==> config.mk <==
export PLATFORM = sky130hd
export DESIGN_NAME = gg_mb_sequencer
export DESIGN_NICKNAME = d
export VERILOG_FILES = /design/src/rtl/gg_pkg.sv /design/src/rtl/gg_mb_pos_counter.sv /design/src/rtl/gg_mb_sequencer.sv
export SDC_FILE = /design/constraint.sdc
export NUM_CORES = 1
export LEC_CHECK = 0
export CAP_MARGIN = 20
export CORE_UTILIZATION = 45
export DETAILED_ROUTE_END_ITERATION = 12
export MAX_ROUTING_LAYER = met4
export PLACE_DENSITY = 0.74
export SLEW_MARGIN = 40
export SYNTH_ARGS = -nofsm -noshare
export SYNTH_HDL_FRONTEND = slang
export SYNTH_SLANG_ARGS = --single-unit
==> constraint.sdc <==
create_clock -name clk -period 3.43 [get_ports clk]
set_input_delay 1.029 -clock clk [delete_from_list [all_inputs] [get_ports clk]]
set_output_delay 1.029 -clock clk [all_outputs]
set_load 0.01 [all_outputs]
==> src/rtl/gg_pkg.sv <==
// Shared types and block-order decode for the gg macroblock pipeline.
// Pure combinational helpers; no state.
package gg_pkg;

    typedef logic [2:0] gg_cidx_t;
    typedef logic [3:0] gg_bidx_t;

    localparam gg_cidx_t CIDX_LUMA   = 3'd0;
    localparam gg_cidx_t CIDX_ACLUMA = 3'd1;
    localparam gg_cidx_t CIDX_CB     = 3'd2;
    localparam gg_cidx_t CIDX_CR     = 3'd3;
    localparam gg_cidx_t CIDX_DCCB   = 3'd4;
    localparam gg_cidx_t CIDX_DCCR   = 3'd5;
    localparam gg_cidx_t CIDX_DCY    = 3'd6;

    typedef struct packed {
        gg_cidx_t cidx;
        gg_bidx_t bidx;
        logic     last;
    } gg_blk_t;

    // Maps the running block index of an MB onto (cidx, bidx) and flags the final block.
    function automatic gg_blk_t gg_decode(input logic [4:0] idx, input logic intra16,
                                          input logic chroma_en);
        gg_blk_t    b;
        logic [4:0] luma_n;
        logic [4:0] total;
        logic [4:0] off;
        luma_n = intra16 ? 5'd17 : 5'd16;
        total  = chroma_en ? luma_n + 5'd10 : luma_n;
        off    = idx - luma_n;
        b.cidx = CIDX_LUMA;
        b.bidx = '0;
        if (idx < luma_n) begin
            if (intra16 && idx == 5'd0) begin
                b.cidx = CIDX_DCY;
            end else if (intra16) begin
                b.cidx = CIDX_ACLUMA;
                b.bidx = 4'(idx - 5'd1);
            end else begin
                b.bidx = idx[3:0];
            end
        end else if (off == 5'd0) begin
            b.cidx = CIDX_DCCB;
        end else if (off == 5'd1) begin
            b.cidx = CIDX_DCCR;
        end else if (off < 5'd6) begin
            b.cidx = CIDX_CB;
            b.bidx = 4'(off - 5'd2);
        end else begin
            b.cidx = CIDX_CR;
            b.bidx = 4'(off - 5'd6);
        end
        b.last = (idx == total - 5'd1);
        return b;
    endfunction

endpackage

==> src/rtl/gg_mb_pos_counter.sv <==
// Macroblock raster position counter with clear, advance and frame-wrap pulse.
// Latency: position updates on the edge after advance/clear; wrap is combinational with advance.
// Backpressure: none, advance is a single-cycle event from the sequencer.
module gg_mb_pos_counter #(
    parameter int MB_COLS = 22,
    parameter int MB_ROWS = 18
) (
    input  logic       clk,
    input  logic       reset_n,
    input  logic       clear,
    input  logic       advance,
    output logic [7:0] mb_x,
    output logic [7:0] mb_y,
    output logic       wrap
);

    if (MB_COLS < 1 || MB_COLS > 256 || MB_ROWS < 1 || MB_ROWS > 256) begin : g_bad_dims
        $error("gg_mb_pos_counter: MB_COLS/MB_ROWS must be within 1..256");
    end

    localparam logic [7:0] X_LAST = 8'(MB_COLS - 1);
    localparam logic [7:0] Y_LAST = 8'(MB_ROWS - 1);

    logic at_x_end;

    assign at_x_end = (mb_x == X_LAST);
    assign wrap     = advance && at_x_end && (mb_y == Y_LAST);

    always_ff @(posedge clk or negedge reset_n) begin
        if (!reset_n) begin
            mb_x <= '0;
            mb_y <= '0;
        end else if (clear) begin
            mb_x <= '0;
            mb_y <= '0;
        end else if (advance) begin
            if (at_x_end) begin
                mb_x <= '0;
                mb_y <= wrap ? 8'd0 : mb_y + 8'd1;
            end else begin
                mb_x <= mb_x + 8'd1;
            end
        end
    end

endmodule

==> src/rtl/gg_mb_sequencer.sv <==
// Issues the 4x4 block order of one macroblock into gg_process and tracks MB position.
// Latency: first block the cycle after start; mb_done PIPE_LAT cycles after last accept.
// Backpressure: blk_valid/blk_ready; presented block and flags hold while blk_ready=0.
module gg_mb_sequencer
    import gg_pkg::*;
#(
    parameter int MB_COLS   = 22,
    parameter int MB_ROWS   = 18,
    parameter int PIPE_LAT  = 4,
    parameter int CHROMA_EN = 1
) (
    input  logic       clk,
    input  logic       reset_n,
    input  logic       frame_start,
    input  logic       start,
    input  logic       intra16,
    input  logic       blk_ready,
    output logic       blk_valid,
    output logic [2:0] cidx,
    output logic [3:0] bidx,
    output logic       abv_out_of_pic,
    output logic       left_out_of_pic,
    output logic [7:0] mb_x,
    output logic [7:0] mb_y,
    output logic       busy,
    output logic       mb_done,
    output logic       frame_done
);

    localparam int CNT_W = (PIPE_LAT > 1) ? $clog2(PIPE_LAT) : 1;
    localparam logic [CNT_W-1:0] DRAIN_LOAD = CNT_W'(PIPE_LAT - 1);

    typedef enum logic [1:0] {
        S_IDLE,
        S_ISSUE,
        S_DRAIN
    } state_t;

    state_t           state, state_nxt;
    logic [4:0]       blk_idx, blk_idx_nxt;
    logic             intra16_q, intra16_nxt;
    logic [CNT_W-1:0] drain_cnt, drain_cnt_nxt;
    logic             pos_clear;
    gg_blk_t          cur;

    assign cur = gg_decode(blk_idx, intra16_q, CHROMA_EN != 0);

    always_ff @(posedge clk or negedge reset_n) begin
        if (!reset_n) begin
            state     <= S_IDLE;
            blk_idx   <= '0;
            intra16_q <= 1'b0;
            drain_cnt <= '0;
        end else begin
            state     <= state_nxt;
            blk_idx   <= blk_idx_nxt;
            intra16_q <= intra16_nxt;
            drain_cnt <= drain_cnt_nxt;
        end
    end

    always_comb begin
        state_nxt     = state;
        blk_idx_nxt   = blk_idx;
        intra16_nxt   = intra16_q;
        drain_cnt_nxt = drain_cnt;
        blk_valid     = 1'b0;
        mb_done       = 1'b0;
        pos_clear     = 1'b0;
        case (state)
            S_IDLE: begin
                // A simultaneous frame_start clears the position on the same edge the MB starts.
                pos_clear = frame_start;
                if (start) begin
                    state_nxt   = S_ISSUE;
                    blk_idx_nxt = '0;
                    intra16_nxt = intra16;
                end
            end
            S_ISSUE: begin
                blk_valid = 1'b1;
                if (blk_ready) begin
                    if (cur.last) begin
                        state_nxt     = S_DRAIN;
                        drain_cnt_nxt = DRAIN_LOAD;
                    end else begin
                        blk_idx_nxt = blk_idx + 5'd1;
                    end
                end
            end
            S_DRAIN: begin
                if (drain_cnt == '0) begin
                    mb_done   = 1'b1;
                    state_nxt = S_IDLE;
                end else begin
                    drain_cnt_nxt = drain_cnt - 1'b1;
                end
            end
            default: state_nxt = S_IDLE;
        endcase
    end

    assign busy            = (state != S_IDLE);
    assign cidx            = blk_valid ? cur.cidx : 3'd0;
    assign bidx            = blk_valid ? cur.bidx : 4'd0;
    assign abv_out_of_pic  = (mb_y == 8'd0);
    assign left_out_of_pic = (mb_x == 8'd0);

    gg_mb_pos_counter #(
        .MB_COLS(MB_COLS),
        .MB_ROWS(MB_ROWS)
    ) u_pos (
        .clk     (clk),
        .reset_n (reset_n),
        .clear   (pos_clear),
        .advance (mb_done),
        .mb_x    (mb_x),
        .mb_y    (mb_y),
        .wrap    (frame_done)
    );

endmodule

---- After elaboration in Yosys (flattened, before gate mapping) ----
Index checks and enable logic that the tools add are counted.
operators by class
  add/subtract/negate cells ............... 10
  magnitude comparators ................... 2
  equal/unequal tests ..................... 12
  mux-type cells .......................... 37
  reduce and logical (&&, ||, !) cells .... 19
operators by type and width
  kind                 number
  $mux 8               7
  $mux 4               5
  $mux 5               4
  $add 8x1->8 const B  2
  $eq 8x5->1 const B   2
  $logic_not 8->1      2
  $mux 2               7
  $mux 3               4
  $ne 2x2->1 const B   6
  $reduce_and 4->1     3
  $logic_not 5->1      2
  $pmux 5 s2           1
  $reduce_bool 2->1    5
  $mux 7               1
  $mux 1               6
  $pmux 2 s3           1
  $add 5x1->5 const B  1
  $add 5x4->5 const B  1
  $eq 5x1->1 const B   1
  $eq 5x5->1           1
  $lt 5x3->1 const B   1
  $lt 5x5->1           1
  $sub 5x1->5 const B  1
  $sub 5x5->5          1
  other kinds (10)     14
storage, ports and cells
  register bits ........................... 26
  input port bits ......................... 6
  output and inout bits ................... 29
  logic and storage cells ................. 86

---- Depth between registers and ports, before layout ----
Gate-level depths: netlist of run 1.
  word-level depth ........................ 9
  gate-level depth with buffers ........... 13

---- Cells and area by module ----
A second synthesis of run 1 with hierarchy kept.
unflattened totals
  cells, all modules ...................... 232
  area, all modules ....................... 2028.2 um^2
by module, submodules not included
  module             times used  cells each  area each (um^2)
  gg_mb_sequencer    1           137         1118.6
  gg_mb_pos_counter  1           95          909.6

---- Least setup slack after synthesis of run 1 ----
OpenSTA, ideal clock, no wires.
  path kind ............................... register -> output
  start ................................... register blk_idx[0]
  end ..................................... output port bidx[3]
  arrival time ............................ 2632 ps
  required time ........................... 2401 ps
  path slack .............................. -231 ps
  stages on the path, launching flop included .. 12
  cell sequence ........................... dfrtp_1 -> inv_1 -> ha_1 -> ha_1 -> inv_1 -> a2111oi_0 -> or2_2 -> a22o_1 -> fa_1 -> xnor2_1 -> xnor2_1 -> o22ai_1
between the ends
  cells in the longest elaborated chain, start to end .. 7
  elaborated cells on any way between the ends .. 17
  classes of those cells .................. add/sub: 4; order compare: 2; eq/ne: 1; mux: 7; reduce/logical: 3
RTL lines
  what                                       line                    RTL
  start: declaration                         gg_mb_sequencer.sv:40   logic [4:0] blk_idx, blk_idx_nxt;
  start signal: assignment                   gg_mb_sequencer.sv:56   blk_idx <= blk_idx_nxt;
  $sub 5x5->5                                gg_pkg.sv:31            off = idx - luma_n;
  $sub 4x3->4, or another cell as far along  gg_pkg.sv:52            b.bidx = 4'(off - 5'd6);
  $mux 5                                     gg_pkg.sv:47            end else if (off < 5'd6) begin
  $mux 4                                     gg_pkg.sv:45            end else if (off == 5'd1) begin
  $mux 4                                     gg_pkg.sv:43            end else if (off == 5'd0) begin
  $mux 7 (*)                                 gg_pkg.sv:34            if (idx < luma_n) begin
  $mux 4 (*)                                 gg_mb_sequencer.sv:105  assign bidx = blk_valid ? cur.bidx : 4'd0;
  end: declaration                           gg_mb_sequencer.sv:20   output logic [3:0] bidx,
Mark *: on every way between the ends. The rest lies on a longest branch, timed or not.

---- Final worst setup path of run 1 ----
Same ends and word-level chain as after synthesis.

==> results of run 1 <==
metal layers:
layer,track usage [%],vias up,wire length [um]
li1,-,861,-
met1,26.87,813,1998
met2,39.67,54,2182
met5,-,-,0
met4,2.394,0,23
met3,5.172,5,215
area by class of cell:
class | count | area, um2 | area share, %
inverter | 16 | 60.06 | 2.425
multi-input combinational | 162 | 1145 | 46.24
clock buffer | 4 | 55.05 | 2.223
timing repair buffer | 57 | 505.5 | 20.41
sequential | 26 | 650.6 | 26.28
tap | 48 | 60.06 | 2.425
placed cells by master, fill, tap and decap left out, types with 3 or more instances in the layout:
cell                              instances
sky130_fd_sc_hd__clkbuf_8                 4
sky130_fd_sc_hd__o22ai_1                  3
sky130_fd_sc_hd__a21oi_1                  3
sky130_fd_sc_hd__and3_1                   7
sky130_fd_sc_hd__nor3_1                   3
sky130_fd_sc_hd__clkdlybuf4s50_1         28
sky130_fd_sc_hd__o21ai_0                  4
sky130_fd_sc_hd__xor2_1                  13
sky130_fd_sc_hd__nand2_1                 21
sky130_fd_sc_hd__inv_1                   14
sky130_fd_sc_hd__dfrtp_1                 26
sky130_fd_sc_hd__a31oi_1                  6
sky130_fd_sc_hd__nand4_1                  7
sky130_fd_sc_hd__xnor2_1                  4
sky130_fd_sc_hd__buf_4                   23
sky130_fd_sc_hd__ha_1                     9
sky130_fd_sc_hd__nand3_1                  9
sky130_fd_sc_hd__o21ai_1                  3
sky130_fd_sc_hd__nor2_1                  25
where the power goes:
group,internal (W),switching [W],total (W)
sequential,0.000365,0.0000669,0.000432
clock,0.000103,0.0000971,0.000200
combinational,0.000631,0.000616,0.00125
total,0.00110,0.000780,0.00188
stage by stage:
stage / setup TNS [ns] / instance area (um2)
floorplan: -0.004471 / 1899
global placement: -0.8312 / 2376
detailed placement: -0.9661 / 2376
CTS: -0.7807 / 2444
global route: -0.9019 / 2476
finish: -0.6668 / 2476
timing repair:
action | CTS | global route
hold endpoints to repair | 0 | 0
gates resized for setup | 12 | 4
buffers inserted | 2 | 2
cloned | 0 | 0
endpoints found under the setup margin | 4 | 5
pin swaps | 7 | 5
registers in the layout, indices dropped and copies added, names as in the netlist:
signal and cells:
drain_cnt 2, u_pos.mb_y 8, state 2, blk_idx 5, intra16_q 1, u_pos.mb_x 8
path summary, 6_finish.rpt:
path	to	depth (start not counted)
max	bidx[3]	12
min	drain_cnt[0]$_DFFE_PN0P_	1
max reg2reg	blk_idx[4]$_DFFE_PN0P_	6
min reg2reg	drain_cnt[0]$_DFFE_PN0P_	1
max in group asynchronous	blk_idx[2]$_DFFE_PN0P_	2
min in group asynchronous	u_pos.mb_x[7]$_DFFE_PN0P_	2
worst register-to-register path: cells and delay by family, from the launching register on:
kind,cells,cell delay [ns]
simple gates,3,0.58
compound gates,2,0.47
flops,1,0.42
fa+ha+maj,1,0.30
logic make-up after synthesis:
group,count (synthesis),share of synthesized area (%)
buf+inv,26,6.271
xor+xnor,19,8.968
simple gates,95,26.91
mux,1,0.5395
fa+ha+maj,12,8.496
flops,26,35.06
compound gates,35,13.76
==> summary.md, run 1 <==
| Metric | Value |
|---|---|
| Status | finished, violations left |
| Violated checks | setup timing |
| Area growth, synth to finish | 33.45% |
| Floorplan die height | 66.22 um |
| Core Region | approximately 3800 um2 |
| Area of the die | 4384 um2 |
| First drt pass iteration count | 4 |
| Cells after Synth | between 200 and 250 |
| Most used standard cells in the synthesized netlist | sky130_fd_sc_hd__dfrtp_1, sky130_fd_sc_hd__nor2_1, sky130_fd_sc_hd__nand2_1 |
| Synth area leader | sky130_fd_sc_hd__dfrtp_1 |
| Clk Latency, worst-skew pair | between 0.2 and 0.3 ns |
| Number of antenna violations at the first check in global routing | 0 |
| Congestion Overflow GR | 0 |
| Max Cap Violations | 0 |
| Post-Route WL | about 4400 um |
| Data required time of the critical path | between 2 and 2.5 ns |
| Routed wire per std cell | around 14 um |
| Initial DRC Count | between 100 and 150 |
| Drc violations | 0 |
| Critical path launch point type | flip-flop |
| Arrival @ worst endpoint | approximately 2.8 ns |
| CP Launch Point | blk_idx[0]$_DFFE_PN0P_ |
| All-Layer GR Usage | between 20% and 30% |
| Leakage power of the design | 1.157 nW |
| I/O Pins | 35 |
| Flip-flop and latch count after synthesis | 26 |
| Most used flip-flop cell after synthesis | sky130_fd_sc_hd__dfrtp_1 |
| Maximum buffer depth of the clock tree | 2 |
| Area share of the leading cell type in the synthesized netlist | between 30% and 40% |
| Warning count from the yosys run | 0 |
| Clock Tree Root | sky130_fd_sc_hd__clkbuf_8 |
| Number of nets at the end of the flow | 284 |
| Worst hold slack after final layout | approximately 0.51 ns |
| Final number of setup-violating endpoints | 2 |
| Register clock-pin slew on the reported worst setup and hold paths | about 0.090 ns |
| DRT antenna net count | 0 |
| Max-slew violation count | 0 |
| Hold-fix buffer count after cts | 0 |
| Via/cell ratio | around 5.5 |
| Placer Congestion | a little over 0.9 |
| Worst setup EP type | primary output |
| Final clock period utilization by the worst path | 112.0% |
| TritonCTS clock tree | built |
| Maximum operating frequency | approximately 260 MHz |
| Largest cells by area after synthesis | sky130_fd_sc_hd__dfrtp_1, sky130_fd_sc_hd__ha_1, sky130_fd_sc_hd__xor2_1, sky130_fd_sc_hd__nor2_1, sky130_fd_sc_hd__nand2_1 |
| Share of post-route cells with drive strength above 1 | a little under 20% |
| Post-DP HPWL | between 3000 and 4000 um |
| Max stage delay on crit path | around 0.40 ns |
| Wire length of the first global-routing pass | between 7000 and 8000 um |
| Final number of hold-violating endpoints | 0 |
| RSZ-0062 raised after global routing | true |
| Worst ir drop on vdd | ~500 uV |
| Cell total after placement | 305 |
| Cell with the most instances after synthesis | sky130_fd_sc_hd__dfrtp_1 |
| Floorplan die width | between 60 and 70 um |
| Number of synthesized flops with an enable pin | 0 |
| Number of distinct standard cells referenced by the synthesized netlist | a little over 50 |
| Cells along the critical path | inv_2, ha_4, ha_4, o211ai_1, o21ai_1, or2_4, a22o_1, fa_2, xnor2_2, xnor2_2, o22ai_2, buf_2 |
| I/O Buffers | 34 |
| Cell type group with the largest total delay on the critical path | adder cells |
| Post-layout power | ~0.0019 W |
| Count of filler cells inserted in the layout | approximately 340 |
| Final cell utilization of the core | between 60% and 70% |
| Class of the tightest hold or removal check | reg -> reg |
| Mean instance size in the synthesized netlist | around 8.7 um2 |
| Rows | 22 |
| Antenna diode count | 0 |
| Via count of the first global-routing pass | between 1500 and 2000 |
| Startpoint-to-endpoint class of the critical path | reg -> out |
| Cell area after synthesis | around 1900 um2 |
| Mapped Nets | roughly 230 |
| Sequential fraction of the synthesis area | 35.06% |
| Final worst setup slack | -0.4100 ns |
| Slowest CP cell | sky130_fd_sc_hd__dfrtp_1 |
| Buffers plus inverters on the worst setup path | 2 |
| Number of buffers added by the clock tree synthesis step | 3 |
| HP Start | drain_cnt[0]$_DFFE_PN0P_ |
| Number of H-tree levels | 1 |
| Reg-to-reg startpoint | intra16_q$_DFFE_PN0P_ |
| R2R Setup Slk | 1.54 ns |
| Worst rel slew slack | a little over three fifths |
| Count of non-filler cells in the finished layout | ~310 |
| Slew of the pin with the lowest slew margin | 0.5573 ns |
| Clock Sinks | 26 |
| Largest fanout on the critical path | 3 |
| DR vias | between 1500 and 2000 |
| Effective utilization at floorplan | 48.85% |
| Setup slack at placement | -0.5332 ns |
| Largest net degree at the start of global routing | 27 |
| Power density over the cells | around 760 nW/um2 |
| Final worst path period need | 3.840 ns |
| Worst Skew | roughly 0.0020 ns |
| Asr flop ratio synth | between 90% and 100% |
(Power assumes the default switching activity.)
==> run 2: changes to the inputs <==
ABC_AREA = 1   (was unset)
==> run 2 against run 1 <==
Net effect: the run now ends clean; routed wire length is 0.20% lower; sequential power is 2% higher; synthesized cell count is 29% higher; non-clock buffer count is 13 lower; clock power hardly changed; utilization is 4.1 points lower; register-to-register slack worse by 0.02 ns; largest power group unchanged.
==> summary.md, run 2 <==
| Metric | Value |
|---|---|
| Core Region | 4058 um2 (+6.8%) |
| Cell area after synthesis | 1936 um2 (+4.3%) |
| Cells after Synth | 277 (+29%) |
| Startpoint-to-endpoint class of the critical path | reg -> out |
| Cell total after placement | 367 (+20%) |
| Share of total power in the clock network | 10.4% (-0.2 points) |
| Final cell utilization of the core | 61.09% (-4.1 points) |
| Internal power | 0.001075 W (-2.1%) |
| Max Cap Violations | 0 (unchanged) |
| Area of the die | 4568 um2 (+4.2%) |
| Warning count from the yosys run | 0 (unchanged) |
| Most frequent cell on the critical path | sky130_fd_sc_hd__ha_4 |
| Mean instance size in the synthesized netlist | 6.988 um2 (-19%) |
| Cells along the critical path | inv_2, ha_4, ha_4, xor2_2, and2_4, nor2_2, fa_2, nand3_1, a21oi_1, clkbuf_2 |
| Final worst path period need | 3.325 ns (-0.5146 ns) |
| Max stage delay on crit path | 0.52 ns (+0.12 ns) |
| Worst hold slack after final layout | 0.5648 ns (+0.05650 ns) |
| Relative contribution of combinational cells to total power | 66.9% (+0.5 points) |
| Class of the tightest hold or removal check | reg -> reg |
| Data required time of the critical path | 2.40 ns (about the same) |
| Register clock-pin slew on the reported worst setup and hold paths | 0.09 ns (about the same) |
| DRT antenna net count | 0 (unchanged) |
| Area share of the leading cell type in the synthesized netlist | 33.61% (-1.5 points) |
| Floorplan die height | 67.59 um (+2.1%) |
| Final worst setup slack | 0.1046 ns (+0.5146 ns) |
| Largest cells by area after synthesis | sky130_fd_sc_hd__dfrtp_1, sky130_fd_sc_hd__nand2_1, sky130_fd_sc_hd__inv_1, sky130_fd_sc_hd__ha_1, sky130_fd_sc_hd__nand3_1 |
| Largest net degree at the start of global routing | 27 (unchanged) |
| Rows | 23 (+4.5%) |
| TritonCTS clock tree | built |
| Post-DP HPWL | 3360 um (+0.27%) |
| Initial DRC Count | 81 (-41%) |
| Placer Congestion | 0.9192 (-0.15%) |
| Count of non-filler cells in the finished layout | 371 (+19%) |
| I/O Buffers | 34 (unchanged) |
| Slowest CP cell | sky130_fd_sc_hd__fa_2 |
| Mapped Nets | 295 (+27%) |
| Post-layout power | 0.001946 W (+3.6%) |
| Buffers plus inverters on the worst setup path | 2 (unchanged) |
| Maximum operating frequency | 300.7 MHz (+15%) |
| Final clock period utilization by the worst path | 96.95% (-15 points) |
| Clock Sinks | 26 (unchanged) |
| Clk Latency, worst-skew pair | 0.27 ns (about the same) |
| Psw | 0.0008703 W (+12%) |
| Relative contribution of sequential cells to total power | 22.7% (-0.3 points) |
| Post-synthesis compound-gate area fraction | 9.179% (-4.6 points) |
| Effective utilization at floorplan | 47.70% (-1.1 points) |
| Maximum buffer depth of the clock tree | 2 (unchanged) |
| I/O Pins | 35 (unchanged) |
| Simple-gate area share of the yosys netlist | 35.88% (+9.0 points) |
| Max-slew violation count | 0 (unchanged) |
| Worst Skew | 0.001764 ns (-0.0002648 ns) |
| Floorplan die width | 67.59 um (+2.1%) |
| Arrival @ worst endpoint | 2.30 ns (-0.51 ns) |
| Via count of the first global-routing pass | 1707 (+7.6%) |
| Number of H-tree levels | 1 (unchanged) |
| Share of post-route cells with drive strength above 1 | 12.15% (-7.1 points) |
| Fraction of synthesized cell area in xor and xnor cells | 3.103% (-5.9 points) |
| Power density over the cells | 785.0 nW/um2 (+3.5%) |
| Slew of the pin with the lowest slew margin | 0.4317 ns (-0.1256 ns) |
| Drc violations | 0 (unchanged) |
| Hold-fix buffer count after cts | 0 (unchanged) |
| Leakage power of the design | 1.265 nW (+9.4%) |
| Commonest non-fill, non-tap cell in the layout | sky130_fd_sc_hd__nand2_1 |
| Worst rel slew slack | 71.15% (+8.6 points) |
| Adder and majority gate portion of the synthesized area | 8.145% (-0.35 points) |
| Commonest cells after routing, fill and taps aside | sky130_fd_sc_hd__nand2_1, sky130_fd_sc_hd__inv_1, sky130_fd_sc_hd__clkdlybuf4s50_1 |
| Net Sw Frac | 44.73% (+3.2 points) |
| Critical path launch point type | flip-flop |
| Number of distinct standard cells referenced by the synthesized netlist | 31 (-39%) |
| Antenna diode count | 0 (unchanged) |
| Largest fanout on the critical path | 3 (unchanged) |
| Worst ir drop on vdd | 362.8 uV (-28%) |
| Sink of the worst hold path | drain_cnt[1]$_DFFE_PN0P_ |
| Number of cells on the worst reg-to-reg path | 9 (+3) |
| Count of filler cells inserted in the layout | 373 (+11%) |
| Status | complete, no violations |
| Congestion Overflow GR | 0 (unchanged) |
| RSZ-0062 raised after global routing | true |
| Largest family of logic cells by synthesized area | simple AND/OR/NAND/NOR gates |
| Fraction of synthesized area in multiplexers | 0% (-0.54 points) |
| Number of gates on the worst path with buffers counted | 10 (-2) |
| Wire length of the first global-routing pass | 7562 um (+2.6%) |
| Sequential fraction of the synthesis area | 33.61% (-1.5 points) |
| Number of antenna violations at the first check in global routing | 0 (unchanged) |
| Cell type group with the largest total delay on the critical path | adder cells |
| Final number of hold-violating endpoints | 0 (unchanged) |
| Setup slack at placement | -0.1250 ns (+0.4082 ns) |
| Capture point of the worst reg-to-reg path | u_pos.mb_y[4]$_DFFE_PN0P_ |
| R2R Setup Slk | 1.52 ns (-0.02 ns) |
| Synth area leader | sky130_fd_sc_hd__dfrtp_1 |
| Number of synthesized flops with an enable pin | 0 (unchanged) |
| Final number of setup-violating endpoints | 0 (-2) |
| Area growth, synth to finish | 28.05% |
| Reg-to-reg startpoint | drain_cnt[0]$_DFFE_PN0P_ |
| All-Layer GR Usage | 22.50% (about the same) |
| First drt pass iteration count | 4 (unchanged) |
| Cell with the most instances after synthesis | sky130_fd_sc_hd__nand2_1 |
| Largest registers in the final layout | u_pos.mb_x: 8 flops, u_pos.mb_y: 8 flops, blk_idx: 5 flops |
| Most used flip-flop cell after synthesis | sky130_fd_sc_hd__dfrtp_1 |
| Hold path cells | 2 (+1) |
| HP Start | drain_cnt[1]$_DFFE_PN0P_ |
| Clock Tree Root | sky130_fd_sc_hd__clkbuf_8 |
| Number of nets at the end of the flow | 340 (+20%) |
| Flip-flop and latch count after synthesis | 26 (unchanged) |
| Via/cell ratio | 5.011 (-9.5%) |
| Asr flop ratio synth | 100.0% (unchanged) |
| DR vias | 1859 (+7.3%) |
| Most used standard cells in the synthesized netlist | sky130_fd_sc_hd__nand2_1, sky130_fd_sc_hd__inv_1, sky130_fd_sc_hd__nand3_1, sky130_fd_sc_hd__nor2_1, sky130_fd_sc_hd__dfrtp_1 |
| Number of buffers added by the clock tree synthesis step | 3 (unchanged) |
| Post-Route WL | 4410 um (-0.20%) |
| Worst setup EP type | primary output |
| Routed wire per std cell | 11.89 um (-16%) |
## run 2: cell count changes after synthesis, sizes merged, moves of 6 or more
| cell | previous run | this run |
|---|---|---|
| a21oi | 4 | 12 |
| a31oi | 6 | 0 |
| and3 | 7 | 0 |
| clkbuf | 8 | 1 |
| inv | 16 | 42 |
| nand2 | 21 | 76 |
| nand3 | 9 | 27 |
| o21ai | 8 | 18 |
| xor2 | 13 | 5 |
## run 2: cells by family (layout without fill, tap and decap cells)
family	after synthesis	after routing
adder cells (fa/ha/maj)	12	12
AO/OA/AOI/OAI	34	34
AND/OR/NAND/NOR	153	153
flip-flops	26	26
XOR/XNOR	6	6
buffers and inverters	46	90
## run 2: repair_timing
| item | CTS | global route |
|---|---|---|
| gates resized for setup | 12 | 11 |
| pin swaps | 2 | 0 |
| buffers inserted | 0 | 0 |
| endpoints found under the setup margin | 6 | 6 |
## run 2: final cells by class
cell class | count | area, um2 | share of cell area (%)
multi-input cells | 205 | 1137 | 45.89
flip-flops and latches | 26 | 650.6 | 26.25
repair buffers | 44 | 415.4 | 16.76
inverters | 42 | 157.7 | 6.360
well taps | 50 | 62.56 | 2.524
clock buffers | 4 | 55.05 | 2.221
## run 2: how the worst max path moves through the flow
stage | start | endpoint | slack (ns)
2_1_floorplan | blk_idx[0]$_DFFE_PN0P_ | bidx[3] | 0.29
3_3_place_gp | blk_idx[0]$_DFFE_PN0P_ | bidx[3] | -0.06
3_5_place_dp | blk_idx[0]$_DFFE_PN0P_ | bidx[3] | -0.12
4_1_cts | intra16_q$_DFFE_PN0P_ | bidx[2] | 0.006
5_1_grt | blk_idx[0]$_DFFE_PN0P_ | bidx[2] | -0.008
6_report | blk_idx[0]$_DFFE_PN0P_ | bidx[2] | 0.10
## run 2: worst reg2reg max path: cells and delay by family (launching register included)
family,cells,cell delay (ns)
and+or+nand+nor,6,0.93
DFF,1,0.37
buffers and inverters,2,0.36
adders and majority gates,1,0.17
## run 2: routing by layer
metal	track usage, %	part of all wire, %
met3	3.041	2.6
met1	30.46	51
met5	-	0
met4	7.181	1.3
met2	34.41	45
## run 2: power groups by stage
stage / Combinational [W] / Sequential, W / Clock [W]
final: 0.00130 / 0.000442 / 0.000202
after global routing: 0.00148 / 0.000453 / 0.000221
after CTS: 0.00128 / 0.000441 / 0.000210
after detailed placement: 0.00124 / 0.000443 / 0
after global placement: 0.00122 / 0.000445 / 0
after floorplan: 0.000742 / 0.000442 / 0
## run 2: stage by stage
stage               cell area, um2    TNS, ns
floorplan                     1936          0
global placement              2376   -0.07157
detailed placement            2376    -0.1959
CTS                           2457          0
global route                  2479  -0.008332
finish                        2479          0
==> run 3: changes to the inputs <==
CORE_ASPECT_RATIO = 1.25   (was unset)
REMOVE_ABC_BUFFERS = 1   (was unset)
==> run 3 against run 2 <==
Net effect: setup slack better by 0.052 ns; cell area up 0.66%; worst hold slack better by 0.0047 ns; combinational power about the same; clock power down 3%; die area about the same; count of clock-buffer cells in the layout unchanged; largest cell class unchanged; global-route usage up 0.26 points; power down 0.29%; clock skew up 0.0019 ns.
==> summary.md, run 3 (synthesized netlist as in run 2, its figures left out) <==
| Metric | Value |
|---|---|
| Placer Congestion | 0.9733 (+5.9%) |
| Reg-to-reg startpoint | drain_cnt[0]$_DFFE_PN0P_ |
| Max-slew violation count | 0 (unchanged) |
| Worst setup EP type | primary output |
| All-Layer GR Usage | 22.76% (+0.26 points) |
| Area of the die | 4569 um2 (about the same) |
| DR vias | 1920 (+3.3%) |
| Initial DRC Count | 57 (-30%) |
| Share of post-route cells with drive strength above 1 | 12.04% (-0.11 points) |
| Sum of negative setup slack | 0 ns (unchanged) |
| Maximum buffer depth of the clock tree | 2 (unchanged) |
| Core Region | 4099 um2 (+1.0%) |
| Congestion Overflow GR | 0 (unchanged) |
| Antenna diode count | 0 (unchanged) |
| Final number of setup-violating endpoints | 0 (unchanged) |
| Wire length of the first global-routing pass | 7569 um (about the same) |
| I/O Buffers | 34 (unchanged) |
| Number of antenna violations at the first check in global routing | 0 (unchanged) |
| Startpoint-to-endpoint class of the critical path | reg -> out |
| Commonest cells after routing, fill and taps aside | sky130_fd_sc_hd__nand2_1, sky130_fd_sc_hd__inv_1, sky130_fd_sc_hd__clkdlybuf4s50_1 |
| Clock Tree Root | sky130_fd_sc_hd__clkbuf_8 |
| Worst hold slack after final layout | 0.5695 ns (+0.004692 ns) |
| Routed wire per std cell | 11.94 um (+0.49%) |
| Routed length on met1 | 1857 um (-17%) |
| Drc violations | 0 (unchanged) |
| Number of cells on the worst reg-to-reg path | 9 (unchanged) |
| Number of H-tree levels | 1 (unchanged) |
| Worst ir drop on vdd | 250.6 uV (-31%) |
| Final worst path period need | 3.273 ns (-0.05225 ns) |
| Post-DP HPWL | 3473 um (+3.4%) |
| RSZ-0062 raised after global routing | false |
| Post-Route WL | 4539 um (+2.9%) |
| Arrival @ worst endpoint | 2.24 ns (-0.06 ns) |
| Hold path cells | 2 (unchanged) |
| Slew of the pin with the lowest slew margin | 0.4164 ns (-0.01531 ns) |
| Power density over the cells | 777.6 nW/um2 (-0.94%) |
| Capture point of the worst reg-to-reg path | u_pos.mb_y[4]$_DFFE_PN0P_ |
| Data required time of the critical path | 2.40 ns (about the same) |
| Highest metal layer with signal wires | met4 |
| Clock Sinks | 26 (unchanged) |
| Register clock-pin slew on the reported worst setup and hold paths | 0.09 ns (about the same) |
| Effective utilization at floorplan | 47.22% (-0.48 points) |
| Floorplan die width | 60.66 um (-10%) |
| Metal3 WL | 157 um (+38%) |
| Number of buffers added by the clock tree synthesis step | 3 (unchanged) |
| Worst rel slew slack | 72.17% (+1.0 points) |
| Met2 wirelength from detailed routing | 2415 um (+21%) |
| Clk Latency, worst-skew pair | 0.27 ns (about the same) |
| Largest net degree at the start of global routing | 27 (unchanged) |
| Combined area of the multi-input logic cells | 1127 um2 (-0.88%) |
| Final clock period utilization by the worst path | 95.43% (-1.5 points) |
| Post-layout power | 0.001940 W (-0.29%) |
| Worst Skew | 0.003661 ns (+0.001897 ns) |
| I/O Pins | 35 (unchanged) |
| Count of filler cells inserted in the layout | 421 (+13%) |
| TritonCTS clock tree | built |
| Largest fanout on the critical path | 2 (-1) |
| Area growth, synth to finish | 28.89% |
| Maximum operating frequency | 305.5 MHz (+1.6%) |
| Via count of the first global-routing pass | 1869 (+9.5%) |
| Class of the tightest hold or removal check | reg -> reg |
| Number of nets at the end of the flow | 343 (+0.88%) |
| Critical path launch point type | flip-flop |
| DRT antenna net count | 0 (unchanged) |
| HP Start | drain_cnt[1]$_DFFE_PN0P_ |
| Commonest non-fill, non-tap cell in the layout | sky130_fd_sc_hd__nand2_1 |
| First drt pass iteration count | 4 (unchanged) |
| Final cell utilization of the core | 60.87% (-0.22 points) |
| R2R Setup Slk | 1.53 ns (about the same) |
| Sink of the worst hold path | drain_cnt[1]$_DFFE_PN0P_ |
| Final number of hold-violating endpoints | 0 (unchanged) |
| Flip-flop and latch area | 650.6 um2 (unchanged) |
| Via/cell ratio | 5.053 (+0.84%) |
| Leakage power of the design | 1.265 nW (about the same) |
| Largest registers in the final layout | u_pos.mb_x: 8 flops, u_pos.mb_y: 8 flops, blk_idx: 5 flops |
| Status | complete, no violations |
| Max Cap Violations | 0 (unchanged) |
| Floorplan die height | 75.33 um (+11%) |
| Rows | 26 (+13%) |
==> run 3: layout make-up <==
| class | count | share of cell area (%) |
|---|---|---|
| Sequential cell | 26 | 26.08 |
| Timing Repair Buffer | 47 | 17.40 |
| Multi-Input combinational cell | 205 | 45.19 |
| Tap cell | 56 | 2.808 |
| Inverter | 42 | 6.319 |
| Clock buffer | 4 | 2.207 |
==> run 3: how the worst max path moves through the flow <==
stage	start	end	slack [ns]
detailed placement	blk_idx[0]$_DFFE_PN0P_	bidx[3]	-0.13
CTS	blk_idx[0]$_DFFE_PN0P_	bidx[2]	0.04
floorplan	blk_idx[0]$_DFFE_PN0P_	bidx[3]	0.29
finish	intra16_q$_DFFE_PN0P_	bidx[2]	0.16
global placement	blk_idx[0]$_DFFE_PN0P_	bidx[3]	-0.01
global route	intra16_q$_DFFE_PN0P_	bidx[2]	0.03
==> run 3: power breakdown <==
part	total (W)	internal (W)	switching (W)
combinational	0.00130	0.000602	0.000699
sequential	0.000443	0.000372	0.0000706
clock	0.000196	0.000103	0.0000936
==> run 3: timing repair <==
| item | CTS | global route |
|---|---|---|
| gates resized for setup | 16 | 5 |
| hold buffers | 0 | 0 |
| buffers inserted | 0 | 1 |
| pin swaps | 2 | 0 |
| endpoints found under the setup margin | 7 | 5 |
==> run 3: routing by layer <==
| metal | vias to the layer above | global-route usage, % |
|---|---|---|
| met2 | 42 | 40.78 |
| met4 | 0 | 12.63 |
| met3 | 10 | 2.547 |
| li1 | 987 | - |
| met1 | 881 | 24.00 |
| met5 | - | - |
==> run 3: critical path, stage by stage, from the launching register on <==
cell and delay, ns:
sky130_fd_sc_hd__dfrtp_1 0.42, sky130_fd_sc_hd__ha_4 0.18, sky130_fd_sc_hd__buf_4 0.13, sky130_fd_sc_hd__nand2_1 0.05, sky130_fd_sc_hd__nand2_1 0.06, sky130_fd_sc_hd__nand2_1 0.09
sky130_fd_sc_hd__inv_1 0.06, sky130_fd_sc_hd__nand2_1 0.07, sky130_fd_sc_hd__nor2_2 0.05, sky130_fd_sc_hd__fa_2 0.52, sky130_fd_sc_hd__nand3_1 0.08, sky130_fd_sc_hd__a21oi_1 0.12
sky130_fd_sc_hd__buf_2 0.14
==> run 3: stage by stage <==
step / cell area, um2 / setup WS, ns / std cells
finish: 2495 / 0.1569 / 380
global route: 2495 / 0.02712 / 380
CTS: 2492 / 0.03547 / 379
detailed placement: 2399 / -0.1315 / 375
global placement: 2399 / -0.01494 / 375
floorplan: 1898 / 0.2881 / 273
